### src/rtl/mem_arb_pkg.sv
`default_nettype none
// ============================================================================
//  Module      : mem_arb_pkg
//  Description : Shared types and constants for the two-port memory arbiter:
//                FSM state encoding, grant identity and default latency.
//  Revision    : 1.0 - initial release
// ============================================================================
package mem_arb_pkg;

    // Default memory access latency in cycles (legal range 1..15).
    localparam int c_default_latency = 4;

    // Arbiter FSM states.
    typedef enum logic [1:0] {
        IDLE = 2'd0,
        WAIT = 2'd1,
        RESP = 2'd2
    } arb_state_e;

    // Which requester owns the current (or most recent) transaction.
    typedef enum logic [0:0] {
        GNT_IF = 1'b0,
        GNT_DM = 1'b1
    } arb_gnt_e;

endpackage : mem_arb_pkg
`default_nettype wire

### src/rtl/mem_arb_counter.sv
`default_nettype none
// ============================================================================
//  Module      : mem_arb_counter
//  Description : 4-bit access-latency counter. Load sets the count to 1 on
//                entry to the wait phase, increment advances it, and done
//                flags the cycle in which the count equals LATENCY.
//  Revision    : 1.0 - initial release
// ============================================================================
module mem_arb_counter
    import mem_arb_pkg::*;
#(
    parameter int LATENCY = c_default_latency
) (
    input  logic clk,
    input  logic rst,
    input  logic i_load,
    input  logic i_inc,
    output logic o_done
);

    localparam logic [3:0] c_lat = 4'(LATENCY);

    logic [3:0] r_cnt;

    // Count register: load wins over increment; reset returns it to zero.
    always_ff @(posedge clk) begin
        if (rst) begin
            r_cnt <= 4'd0;
        end else if (i_load) begin
            r_cnt <= 4'd1;
        end else if (i_inc) begin
            r_cnt <= r_cnt + 4'd1;
        end
    end

    assign o_done = (r_cnt == c_lat);

endmodule : mem_arb_counter
`default_nettype wire

### src/rtl/mem_arbiter.sv
`default_nettype none
// ============================================================================
//  Module      : mem_arbiter
//  Description : Arbitrates an instruction-fetch port and a data port onto a
//                single fixed-latency memory port. One transaction in flight
//                at a time: IDLE -> WAIT (LATENCY cycles) -> RESP (valid).
//                Build option MEM_ARB_RR_EN: ties alternate between the two
//                ports instead of always favouring the data port.
//  Revision    : 1.0 - initial release
// ============================================================================
module mem_arbiter
    import mem_arb_pkg::*;
#(
    parameter int LATENCY = c_default_latency,
    parameter int AW      = 16,
    parameter int DW      = 16
) (
    input  logic          clk,
    input  logic          rst,
    // instruction fetch port
    input  logic          if_req,
    input  logic [AW-1:0] if_addr,
    output logic [DW-1:0] if_rdata,
    output logic          if_valid,
    // data port
    input  logic          dm_req,
    input  logic          dm_wr,
    input  logic [AW-1:0] dm_addr,
    input  logic [DW-1:0] dm_wdata,
    output logic [DW-1:0] dm_rdata,
    output logic          dm_valid,
    // shared memory port
    output logic          mem_en,
    output logic          mem_wr,
    output logic [AW-1:0] mem_addr,
    output logic [DW-1:0] mem_wdata,
    input  logic [DW-1:0] mem_rdata,
    // status
    output logic          busy
);

    arb_state_e    r_state;
    arb_gnt_e      r_gnt;
    logic          r_busy;
    logic          r_mem_en;
    logic          r_mem_wr;
    logic [AW-1:0] r_mem_addr;
    logic [DW-1:0] r_mem_wdata;
    logic [DW-1:0] r_if_rdata;
    logic [DW-1:0] r_dm_rdata;
    logic          r_if_valid;
    logic          r_dm_valid;

    logic          w_any_req;
    logic          w_pick_dm;
    logic          w_cnt_load;
    logic          w_cnt_inc;
    logic          w_cnt_done;

    assign w_any_req = if_req | dm_req;

    // Winner selection. r_gnt doubles as the last-grant record because it
    // only changes when a new transaction is granted.
`ifdef MEM_ARB_RR_EN
    assign w_pick_dm = dm_req & (~if_req | (r_gnt == GNT_IF));
`else
    assign w_pick_dm = dm_req;
`endif

    assign w_cnt_load = (r_state == IDLE) & w_any_req;
    assign w_cnt_inc  = (r_state == WAIT) & ~w_cnt_done;

    mem_arb_counter #(
        .LATENCY (LATENCY)
    ) u_counter (
        .clk    (clk),
        .rst    (rst),
        .i_load (w_cnt_load),
        .i_inc  (w_cnt_inc),
        .o_done (w_cnt_done)
    );

    // Arbiter FSM with all outputs registered alongside the state.
    always_ff @(posedge clk) begin
        if (rst) begin
            r_state     <= IDLE;
            r_gnt       <= GNT_IF;
            r_busy      <= 1'b0;
            r_mem_en    <= 1'b0;
            r_mem_wr    <= 1'b0;
            r_mem_addr  <= '0;
            r_mem_wdata <= '0;
            r_if_rdata  <= '0;
            r_dm_rdata  <= '0;
            r_if_valid  <= 1'b0;
            r_dm_valid  <= 1'b0;
        end else begin
            // valid strobes are single-cycle unless set below
            r_if_valid <= 1'b0;
            r_dm_valid <= 1'b0;
            case (r_state)
                IDLE: begin
                    if (w_any_req) begin
                        r_state  <= WAIT;
                        r_busy   <= 1'b1;
                        r_mem_en <= 1'b1;
                        if (w_pick_dm) begin
                            r_gnt       <= GNT_DM;
                            r_mem_wr    <= dm_wr;
                            r_mem_addr  <= dm_addr;
                            r_mem_wdata <= dm_wdata;
                        end else begin
                            r_gnt       <= GNT_IF;
                            r_mem_wr    <= 1'b0;
                            r_mem_addr  <= if_addr;
                            r_mem_wdata <= '0;
                        end
                    end
                end
                WAIT: begin
                    // memory port stays stable until the final latency cycle
                    if (w_cnt_done) begin
                        r_state  <= RESP;
                        r_mem_en <= 1'b0;
                        r_mem_wr <= 1'b0;
                        if (r_gnt == GNT_DM) begin
                            r_dm_valid <= 1'b1;
                            if (!r_mem_wr) begin
                                r_dm_rdata <= mem_rdata;
                            end
                        end else begin
                            r_if_valid <= 1'b1;
                            r_if_rdata <= mem_rdata;
                        end
                    end
                end
                RESP: begin
                    r_state <= IDLE;
                    r_busy  <= 1'b0;
                end
                default: begin
                    r_state  <= IDLE;
                    r_busy   <= 1'b0;
                    r_mem_en <= 1'b0;
                    r_mem_wr <= 1'b0;
                end
            endcase
        end
    end

    assign if_rdata  = r_if_rdata;
    assign if_valid  = r_if_valid;
    assign dm_rdata  = r_dm_rdata;
    assign dm_valid  = r_dm_valid;
    assign mem_en    = r_mem_en;
    assign mem_wr    = r_mem_wr;
    assign mem_addr  = r_mem_addr;
    assign mem_wdata = r_mem_wdata;
    assign busy      = r_busy;

endmodule : mem_arbiter
`default_nettype wire

### config.mk
export PLATFORM = sky130hd
export DESIGN_NAME = mem_arbiter
export DESIGN_NICKNAME = d
export VERILOG_FILES = /design/src/rtl/mem_arb_pkg.sv /design/src/rtl/mem_arb_counter.sv /design/src/rtl/mem_arbiter.sv
export SDC_FILE = /design/constraint.sdc
export NUM_CORES = 1
export LEC_CHECK = 0
export ABC_CLOCK_PERIOD_IN_PS = 2900
export BUFFER_PORTS_ARGS = -buffer_cell sky130_fd_sc_hd__buf_2
export CAP_MARGIN = 20
export CORE_MARGIN = 3
export CORE_UTILIZATION = 50
export DETAILED_ROUTE_END_ITERATION = 10
export PLACE_DENSITY = 0.9
export SLEW_MARGIN = 15
export SYNTH_ARGS = -nofsm -noshare
export SYNTH_HDL_FRONTEND = slang
export SYNTH_HIERARCHICAL = 1
export SYNTH_SLANG_ARGS = --single-unit
### constraint.sdc
create_clock -name clk -period 2.9 [get_ports clk]
set_clock_uncertainty 0.1 [all_clocks]
set_input_delay 0.435 -clock clk [delete_from_list [all_inputs] [get_ports clk]]
set_output_delay 0.435 -clock clk [all_outputs]
set_load 0.005 [all_outputs]
==> impl_metrics.csv <==
group,metric,value,unit
cells_and_area,seq_area,1520,um^2
power_and_ir_drop,p_seq_share,45.6,%
global_routing,first_global_vias,2786,
power_and_ir_drop,p_comb_share,10.6,%
detailed_routing,post-route-drc-count,0,
timing,grt_setup_unrepaired,"false",
global_routing,grtUsageTotal,21.3,%
clock_network,clkSlewWorstSetupHoldPaths,0.08,ns
worst_setup_path,crit_chain,"inv_1, ha_1, nand2_1, nor2_1, nand3b_4, or3b_1, mux2i_1",
worst_setup_path,worst_path_max_delay_cell,"or3b_1",
yosys,yosysUniqueCellTypes,32,
cells_and_area,num-fill-cells,496,
yosys,synth_seq_cells,76,
yosys,ys_top_cells_by_area,"dfxtp_1, mux2i_1, a21oi_1",
die,row_count,28,
detailed_routing,postRouteAntennaNets,0,
clock_network,htreeDepth,3,
clock_network,clock_latency,0.34,ns
timing,holdWs,0.232,ns
worst_setup_path,critPathTopFamily,"simple AND/OR/NAND/NOR gates",
die,dieWidth,84.8,um
worst_setup_path,endpoint_kind,"register",
detailed_routing,met2_length,3650,um
power_and_ir_drop,power,0.00244,W
worst_setup_path,cp.arrival,2.48,ns
yosys,synth_area,3110,um^2
die,initial_core_util,52.2,%
yosys,yosysTopAreaCellShare,49.0,%
detailed_routing,highest_layer,"met4",
global_routing,grt_pass1_wl,12500,um
detailed_routing,detail_route.vias_per_cell,5.23,
worst_setup_path,crit_type,"reg2reg",
detailed_routing,num_vias,2886,
worst_setup_path,critPathMaxStageDelay,0.76,ns
cells_and_area,final_util,68.8,%
outcome,status,"finished, final reports clean",
clock_network,cts_hold_buffers,0,
yosys,syn_inst,342,
clock_network,clockBufferDepth,2,
detailed_routing,drtIter0Drc,68,
worst_setup_path,path_buf_inv,1,
power_and_ir_drop,p_int,0.00189,W
detailed_routing,wl_met1,3410,um
cells_and_area,drive_gt1_share,35.4,%
power_and_ir_drop,p_clk_share,43.8,%
die,die_area,7200,um^2
global_routing,grt-ovfl-total,0,
placement,post-place-ws,0.627,ns
power_and_ir_drop,power_leakage,2.01,nW
clock_network,cts_root_buf,"clkbuf_8",
placement,dpl.hpwl,5440,um
power_and_ir_drop,power_density,596,nW/um^2
cells_and_area,diodes,0,
timing,finalHoldViolations,0,
timing,finalSetupTns,0,ns
timing,slew_viol_final,0,
cells_and_area,final_nets,543,
die,io_pins,138,
power_and_ir_drop,p_switching,0.000550,W
die,core_area,5960,um^2
yosys,synth_top_area_cell,"dfxtp_1",
power_and_ir_drop,swShare,22.5,%
detailed_routing,finalWirelength,7730,um
detailed_routing,routedWlPerCell,14.0,um
die,die_h,84.8,um
yosys,synthesis.nets,413,
timing,tightestPinTransition,0.881,ns
min_path,holdCritPathClass,"in2reg",
placement,gp_congestion,0.753,
clock_network,post_cts_resized,0,
worst_setup_path,cp-start-kind,"register",
worst_setup_path,cp.required,3.05,ns
clock_network,clock_sinks,76,
timing,timing.fmax,430,MHz
worst_setup_path,path_max_fanout,16,
timing,post-route-period-util,80.1,%
detailed_routing,detail_route.first_pass.iterations,4,
timing,relSlewSlack,41.3,%
global_routing,grt_start_max_net_pins,53,
global_routing,antenna_found_initial,0,
detailed_routing,wl_met3,550,um
cells_and_area,area_delta_synth_final,31.8,%
clock_network,numCtsBuffers,9,
cells_and_area,multi_input_area,1440,um^2
run,maxCapViolCount,0,
clock_network,cts_tree,"yes",
yosys,synth_seq_area_share,49.0,%
timing,period_minus_slack,2.32,ns
timing,setup_slack,0.576,ns
yosys,avgSynthCellArea,9.09,um^2
power_and_ir_drop,ir_drop,0.357,mV
clock_network,postCtsSetupBuffers,0,
placement,port_buffers,137,
timing,setup_viol,0,
yosys,yosys_warnings,6,
path summary, 6_finish.rpt:
path / endpoint / cells after the start / start / slack, ns
hold / removal: mem_wr / 3 / dm_wr / 0.23
setup reg to reg: dm_rdata[9] / 7 / u_counter/r_cnt[0] / 0.58
setup / recovery: dm_rdata[9] / 7 / u_counter/r_cnt[0] / 0.58
hold reg to reg: if_rdata[1] / 2 / if_rdata[1] / 0.36
registers in the layout (all words and copies together), names as in the netlist, 2 cells and up:
signal / cells
r_state: 2
u_counter/r_cnt: 4
mem_wdata: 16
if_rdata: 16
mem_addr: 16
dm_rdata: 16
cell usage in the layout (no fill, tap or decap), types with 9 or more instances in the layout:
cell	netlist	routed
mux2i_1	33	33
dfxtp_1	76	76
o21ai_0	18	18
buf_2	7	137
a211oi_1	17	17
clkbuf_8	0	10
nand2_1	53	53
a21oi_1	54	54
nand2b_1	33	33
buf_4	1	9
worst reg2reg max path, stage by stage (launching register included):
cell and delay (ns):
dfxtp_1 0.35, inv_1 0.08, ha_1 0.15, nand2_1 0.05, nor2_1 0.31, nand3b_4 0.11, or3b_1 0.76, mux2i_1 0.33
power by group through the flow:
stage / Clock [W] / Combinational (W) / Sequential (W)
after global routing: 0.00112 / 0.000288 / 0.00112
after detailed placement: 0 / 0.000259 / 0.00114
after CTS: 0.00108 / 0.000260 / 0.00111
after global placement: 0 / 0.000249 / 0.00114
final: 0.00107 / 0.000259 / 0.00111
after floorplan: 0 / 0.000138 / 0.00114
layer usage:
layer  vias up  GRT usage, %
met3        11          5.15
met4         0          9.50
met2       106          34.8
li1       1425             -
met1      1344          26.8
met5         -             0
cells by family (layout without fill, tap and decap cells):
kind of cell / Yosys count / count (layout) / share of synthesized area [%]
mux: 34 / 34 / 11.0
buf+inv: 32 / 167 / 4.99
compound gates: 91 / 91 / 16.3
fa+ha+maj: 2 / 2 / 0.805
flops: 76 / 76 / 49.0
simple gates: 106 / 106 / 17.7
xor+xnor: 1 / 1 / 0.282
cell usage after synthesis (all sizes together):
cell	number
nand2	53
mux2	1
ha	2
mux2i	33
clkbuf	16
nand3b	2
buf	11
and2	1
nor3b	3
o21ai	18
nand2b	33
nor3	2
a21bo	1
nor2	6
nor4bb	1
inv	5
o211ai	1
or2	2
nand4	1
or3b	1
a21oi	54
nand4bb	1
a211oi	17
xnor2	1
dfxtp	76
cell type report:
type / count / area share, %
Sequential cell: 76 / 37.1
Multi-Input combinational cell: 234 / 35.1
Timing Repair Buffer: 146 / 18.4
Clock buffer: 10 / 3.36
Clock inverter: 6 / 3.30
Tap cell: 75 / 2.29
Inverter: 5 / 0.458
stage by stage:
step           cells  cell area (um^2)
2_1_floorplan    342              3110
3_3_place_gp     536              3820
3_5_place_dp     536              3820
4_1_cts          552              4100
5_1_grt          552              4100
6_report         552              4100
Power figures use the tool's default switching activity.
